==> config.mk <==
export PLATFORM = sky130hd
export DESIGN_NAME = loopback_call_sched
export DESIGN_NICKNAME = d
export VERILOG_FILES = /design/src/rtl/loopback_call_pkg.sv /design/src/rtl/loopback_rr_arb.sv /design/src/rtl/loopback_call_sched.sv
export SDC_FILE = /design/constraint.sdc
export NUM_CORES = 1
export LEC_CHECK = 0
export CAP_MARGIN = 20
export CORE_MARGIN = 4
export CORE_UTILIZATION = 42
export CTS_CLUSTER_DIAMETER = 40
export DETAILED_ROUTE_END_ITERATION = 12
export GPL_TIMING_DRIVEN = 0
export PLACE_DENSITY = 0.82
export SYNTH_ARGS = -nofsm -noshare
export SYNTH_HDL_FRONTEND = slang
export SYNTH_SLANG_ARGS = --single-unit
export TNS_END_PERCENT = 20
==> constraint.sdc <==
create_clock -name clock -period 3.7 [get_ports clock]
set_clock_uncertainty 0.15 [all_clocks]
set_input_delay 0.37 -clock clock [delete_from_list [all_inputs] [get_ports clock]]
set_output_delay 0.37 -clock clock [all_outputs]
set_load 0.03 [all_outputs]
==> src/rtl/loopback_call_pkg.sv <==
// Shared types for the loopback call scheduler: per-requester call state and method ids.
package loopback_call_pkg;

    typedef enum logic [1:0] {
        ST_IDLE = 2'd0,
        ST_PEND = 2'd1,
        ST_WAIT = 2'd2,
        ST_HOLD = 2'd3
    } call_state_t;

    localparam logic [7:0] METHOD_INC = 8'd0;

endpackage

==> src/rtl/loopback_rr_arb.sv <==
// Round-robin picker over pending requesters; the grant is frozen while lock is high
// so a stalled engine issue never changes owner.
module loopback_rr_arb #(
    parameter int N_REQ = 4,
    parameter int TAG_W = 2
) (
    input  logic             clock,
    input  logic             reset,
    input  logic [N_REQ-1:0] req,
    input  logic [TAG_W-1:0] ptr,
    input  logic             lock,
    output logic [N_REQ-1:0] grant,
    output logic [TAG_W-1:0] idx
);

    logic             locked_reg;
    logic [TAG_W-1:0] locked_idx_reg;
    logic [N_REQ-1:0] rot;
    logic [TAG_W-1:0] rr_idx;
    logic             rr_any;
    int               sum;

    // rot[k] is the request of requester (ptr+k) mod N_REQ
    always_comb begin
        rot    = N_REQ'({req, req} >> ptr);
        rr_idx = '0;
        rr_any = 1'b0;
        sum    = 0;
        for (int k = 0; k < N_REQ; k++) begin
            if (!rr_any && rot[k]) begin
                rr_any = 1'b1;
                sum    = int'(ptr) + k;
                if (sum >= N_REQ) begin
                    sum = sum - N_REQ;
                end
                rr_idx = TAG_W'(sum);
            end
        end
    end

    always_comb begin
        idx   = locked_reg ? locked_idx_reg : rr_idx;
        grant = (locked_reg || rr_any) ? (N_REQ'(1) << idx) : '0;
    end

    always_ff @(posedge clock) begin
        if (reset) begin
            locked_reg     <= 1'b0;
            locked_idx_reg <= '0;
        end else begin
            locked_reg     <= lock;
            locked_idx_reg <= idx;
        end
    end

endmodule

==> src/rtl/loopback_call_sched.sv <==
// Per-requester call FSMs sharing one increment engine; unknown methods are answered locally
// with an error, engine results are routed back by tag.
module loopback_call_sched
    import loopback_call_pkg::*;
#(
    parameter int N_REQ  = 4,
    parameter int DATA_W = 32,
    parameter int TAG_W  = 2
) (
    input  logic                    clock,
    input  logic                    reset,
    input  logic [N_REQ-1:0]        req_valid,
    output logic [N_REQ-1:0]        req_ready,
    input  logic [N_REQ*8-1:0]      req_id,
    input  logic [N_REQ*DATA_W-1:0] req_data,
    output logic [N_REQ-1:0]        rsp_valid,
    input  logic [N_REQ-1:0]        rsp_ready,
    output logic [N_REQ*DATA_W-1:0] rsp_data,
    output logic [N_REQ-1:0]        rsp_err,
    output logic                    eng_req_valid,
    input  logic                    eng_req_ready,
    output logic [TAG_W-1:0]        eng_req_tag,
    output logic [DATA_W-1:0]       eng_req_data,
    input  logic                    eng_rsp_valid,
    input  logic [TAG_W-1:0]        eng_rsp_tag,
    input  logic [DATA_W-1:0]       eng_rsp_data,
    output logic [TAG_W:0]          outstanding,
    output logic                    stray_err
);

    localparam int OUT_W = TAG_W + 1;

    logic [N_REQ-1:0]        pend_vec;
    logic [N_REQ-1:0]        busy_vec;
    logic [N_REQ-1:0]        rsp_match;
    logic [N_REQ-1:0]        grant;
    logic [N_REQ*DATA_W-1:0] data_flat;
    logic [TAG_W-1:0]        grant_idx;
    logic [TAG_W-1:0]        rr_ptr_reg, rr_ptr_next;
    logic                    stray_err_reg;
    logic                    issue_hs;

    assign eng_req_valid = |pend_vec;
    assign issue_hs      = eng_req_valid && eng_req_ready;
    assign eng_req_tag   = grant_idx;
    assign rsp_data      = data_flat;
    assign stray_err     = stray_err_reg;

    loopback_rr_arb #(.N_REQ(N_REQ), .TAG_W(TAG_W)) u_arb (
        .clock (clock),
        .reset (reset),
        .req   (pend_vec),
        .ptr   (rr_ptr_reg),
        .lock  (eng_req_valid && !eng_req_ready),
        .grant (grant),
        .idx   (grant_idx)
    );

    for (genvar gi = 0; gi < N_REQ; gi++) begin : g_req
        call_state_t       state_reg, state_next;
        logic [DATA_W-1:0] data_reg, data_next;
        logic              err_reg, err_next;

        assign pend_vec[gi]  = (state_reg == ST_PEND);
        assign busy_vec[gi]  = (state_reg == ST_PEND) || (state_reg == ST_WAIT);
        assign req_ready[gi] = (state_reg == ST_IDLE);
        assign rsp_valid[gi] = (state_reg == ST_HOLD);
        assign rsp_err[gi]   = err_reg;
        assign data_flat[gi*DATA_W +: DATA_W] = data_reg;
        assign rsp_match[gi] = eng_rsp_valid && (eng_rsp_tag == TAG_W'(gi)) && (state_reg == ST_WAIT);

        // data_reg holds the argument until the engine result replaces it
        always_comb begin
            state_next = state_reg;
            data_next  = data_reg;
            err_next   = err_reg;
            unique case (state_reg)
                ST_IDLE: if (req_valid[gi]) begin
                    if (req_id[gi*8 +: 8] == METHOD_INC) begin
                        state_next = ST_PEND;
                        data_next  = req_data[gi*DATA_W +: DATA_W];
                        err_next   = 1'b0;
                    end else begin
                        state_next = ST_HOLD;
                        data_next  = '0;
                        err_next   = 1'b1;
                    end
                end
                ST_PEND: if (issue_hs && grant[gi]) state_next = ST_WAIT;
                ST_WAIT: if (rsp_match[gi]) begin
                    state_next = ST_HOLD;
                    data_next  = eng_rsp_data;
                    err_next   = 1'b0;
                end
                ST_HOLD: if (rsp_ready[gi]) state_next = ST_IDLE;
                default: state_next = ST_IDLE;
            endcase
        end

        always_ff @(posedge clock) begin
            if (reset) begin
                state_reg <= ST_IDLE;
                data_reg  <= '0;
                err_reg   <= 1'b0;
            end else begin
                state_reg <= state_next;
                data_reg  <= data_next;
                err_reg   <= err_next;
            end
        end
    end

    always_comb begin
        eng_req_data = '0;
        outstanding  = '0;
        for (int i = 0; i < N_REQ; i++) begin
            if (grant[i]) begin
                eng_req_data = data_flat[i*DATA_W +: DATA_W];
            end
            outstanding = outstanding + OUT_W'(busy_vec[i]);
        end
    end

    always_comb begin
        rr_ptr_next = rr_ptr_reg;
        if (issue_hs) begin
            rr_ptr_next = (grant_idx == TAG_W'(N_REQ - 1)) ? '0 : grant_idx + TAG_W'(1);
        end
    end

    always_ff @(posedge clock) begin
        if (reset) begin
            rr_ptr_reg    <= '0;
            stray_err_reg <= 1'b0;
        end else begin
            rr_ptr_reg <= rr_ptr_next;
            if (eng_rsp_valid && !(|rsp_match)) begin
                stray_err_reg <= 1'b1;
            end
        end
    end

endmodule

==> qor.txt <==
Status - finished, violations left
Failing checks - setup timing
Layout cells sized above 1 - 0.200
CTS H-tree lvls - 4
Power Dens Cells - 1020 nW/um^2
Primary FF master, synth - dfxtp_1
Placed insts - 1627
Peak fanout along the critical path - 9
First-pass GRT wire length - 59800 um
Sequential cell area - 2940 um^2
Die ar. - 21900 um^2
Synthesized cell area - 8240 um^2
Area grow syn2layout - 67.6%
Worst setup margin - -0.0162 ns
Post-Route WL - 41000 um
Top cell type by total area after synthesis - dfxtp_1
Antenna violations before repair - 1
Crit share post-route - 1.00
Xor/xnor cell area share of the yosys netlist - 0.00106
Asr flop ratio synth - 0
# nets final - 1639
Tot GR Track Use - 0.354
Congestion Overflow GR - 0
Leak pwr - 5.08 nW
HPWL Detailed - 30000 um
Final Hold Fails - 0
Register area share after synthesis - 0.355
Die height - 148 um
Max_slew headroom - 0.397
Worst path arrival time - 3.20 ns
RSZ-0062 raised after global routing - true
Max_cap viols - 0
Max VDD drop - 0.627 mV
Post-synth net total - 1214
Cells after Synth - 984
Top post-synthesis cells by count - nor2_1 (190), dfxtp_1 (146), a22oi_1 (125)
Largest net degree at the start of global routing - 17
Post-route insts no fill - 1682
Syn. warnings - 0
Crit Path Class - reg2out
Pwr Total - 14.1 mW
EDFF count, synth - 0
Startpoint types - register
Vias per Instance - 5.95
Filler cells - 1482
Worst setup EP type - primary output
Crit path required time - 3.18 ns
Most frequent cell after synthesis - nor2_1
Pin slew with the least headroom to its limit - 0.905 ns
Max Clk Rate - 269 MHz
Die extent in x - 148 um
Seq cells post-synth - 146
Core ar. - 19000 um^2
Clock buffer count from CTS - 17
Via count - 10000
Clock root buffer - clkbuf_16
Synth Area in Adders - 0.0373
Initial core utilization - 0.433
Combinational family with the most area after synthesis - compound AO/OA/AOI/OAI gates
CTS Buffer Depth - 2
Mux cell area share after synthesis - 0.137
Clk pin slew, worst setup/hold paths - 0.06 ns
1st-iter DRT viols - 865
Drc violations - 0
I/O pins - 385
CTS sink cnt - 146
Multi-input gate area - 5370 um^2
TritonCTS clock tree - built
Routed len/inst - 24.4 um
Final slew viol count - 0
HP Class - reg2reg
Routed Antenna Nets - 0
Compound-cell area share of the yosys netlist - 0.267
Number of port buffers - 383
Diodes inserted - 0
DRT Pass-1 Iters - 5
Tmin final - 3.72 ns
Vias in the first global route - 9919
Setup TNS - -0.0162 ns
Yosys top cell area share - 0.355
Syn Area/Cell - 8.38 um^2
Max reg flops - 128
Skew-Pair Late Insertion Delay - 0.42 ns
Top cells by area, synth - dfxtp_1 (35%), mux2_2 (13%), a22oi_1 (11%), nor2_1 (8.7%), ha_1 (3.5%)
Count of cell types in the netlist - 51
Gpl congestion - 0.928
Final setup fails - 1
Cell Rows - 50
Post-Synth Simple-Gate Area - 0.146
power by group:
| group | internal [mW] | switching [mW] | leakage [nW] |
|---|---|---|---|
| clock | 0.973 | 0.751 | 0.282 |
| sequential | 1.98 | 0.373 | 1.19 |
| combinational | 3.95 | 6.09 | 3.60 |
| total | 6.90 | 7.22 | 5.08 |
cells in the final DEF (no fill, tap or decap), types with 4 or more instances in the layout:
cell             netlist  final
o31ai_1               33      8
mux2_2                93     93
or4_1                  9      9
buf_2                 13      6
clkbuf_8               0      4
nor2_1               190    186
clkbuf_4               0      7
dfxtp_2                0      6
ha_4                   0      6
buf_6                  0     14
clkbuf_16              0     18
nand3_1                4      4
mux2i_1                4      4
o31ai_4                0     14
clkdlybuf4s50_1        0    350
o21ai_0                9      9
nand3b_1               5      5
o21a_1                34     34
buf_4                  4     49
nand2_1               48     47
nand2b_1               4      4
nor2b_1                6      6
dfxtp_1              146    137
ha_1                  23     15
a21oi_1               51     49
o31ai_2                0     11
clkbuf_1              73     61
a211oi_1              34     34
nor3_1                 6      6
inv_6                  0      4
inv_1                 27     22
a22oi_1              125    125
per-layer routing:
metal	track usage	up-vias	share of wire
met3	0.0938	137	0.098
li1	-	4425	-
met2	0.596	633	0.48
met4	0.142	2	0.044
met1	0.433	4815	0.38
met5	0	-	0.00032
path summary, 6_finish.rpt:
kind,startpoint,endpoint,slack (ns),cells past startpoint
min,stray_err,stray_err,0.33,2
max reg2reg,g_req[3].state_reg[0],g_req[3].data_reg[6],0.26,11
min reg2reg,stray_err,stray_err,0.33,2
max,g_req[3].state_reg[1],eng_req_data[13],-0.02,14
logic make-up after synthesis:
logic type               Yosys count
adder cells (fa/ha/maj)           24
AND/OR/NAND/NOR                  285
flip-flops                       146
AO/OA/AOI/OAI                    311
buffers and inverters            118
multiplexers                      99
XOR/XNOR                           1
worst max-delay path, stage by stage (launching register included):
cell	delay, ns
dfxtp_4	0.38
inv_4	0.05
ha_4	0.16
and2b_2	0.26
o21ai_0	0.10
a41o_1	0.29
nor2_4	0.17
inv_1	0.10
ha_2	0.19
a21boi_4	0.14
buf_12	0.15
buf_8	0.13
clkbuf_16	0.17
o31ai_2	0.26
buf_4	0.21
layout make-up:
type / instances / share of cell area
multi-input combinational: 720 / 0.388
timing repair buffer: 411 / 0.293
sequential: 146 / 0.213
buffer: 86 / 0.0329
clock buffer: 19 / 0.0328
tap: 260 / 0.0235
clock inverter: 13 / 0.00897
inverter: 27 / 0.00788
timing repair:
item | CTS | global route
gates cloned | 0 | 1
hold endpoints to repair | 0 | 0
endpoints found under the setup margin | 32 | 41
pin swaps | 11 | 13
gates resized for setup | 324 | 69
hold buffers | 0 | 0
buffers inserted | 16 | 12
stage by stage:
step	worst slack (ns)	cell area, um^2	hold WS, ns	util
global placement	-1.94	12400	0.316	0.652
detailed placement	-1.86	12400	0.321	0.652
CTS	-0.0223	13400	0.340	0.707
floorplan	-0.166	8240	0.312	-
global route	-0.0816	13800	0.358	0.726
finish	-0.0162	13800	0.334	0.726
Power figures use the tool's default switching activity.
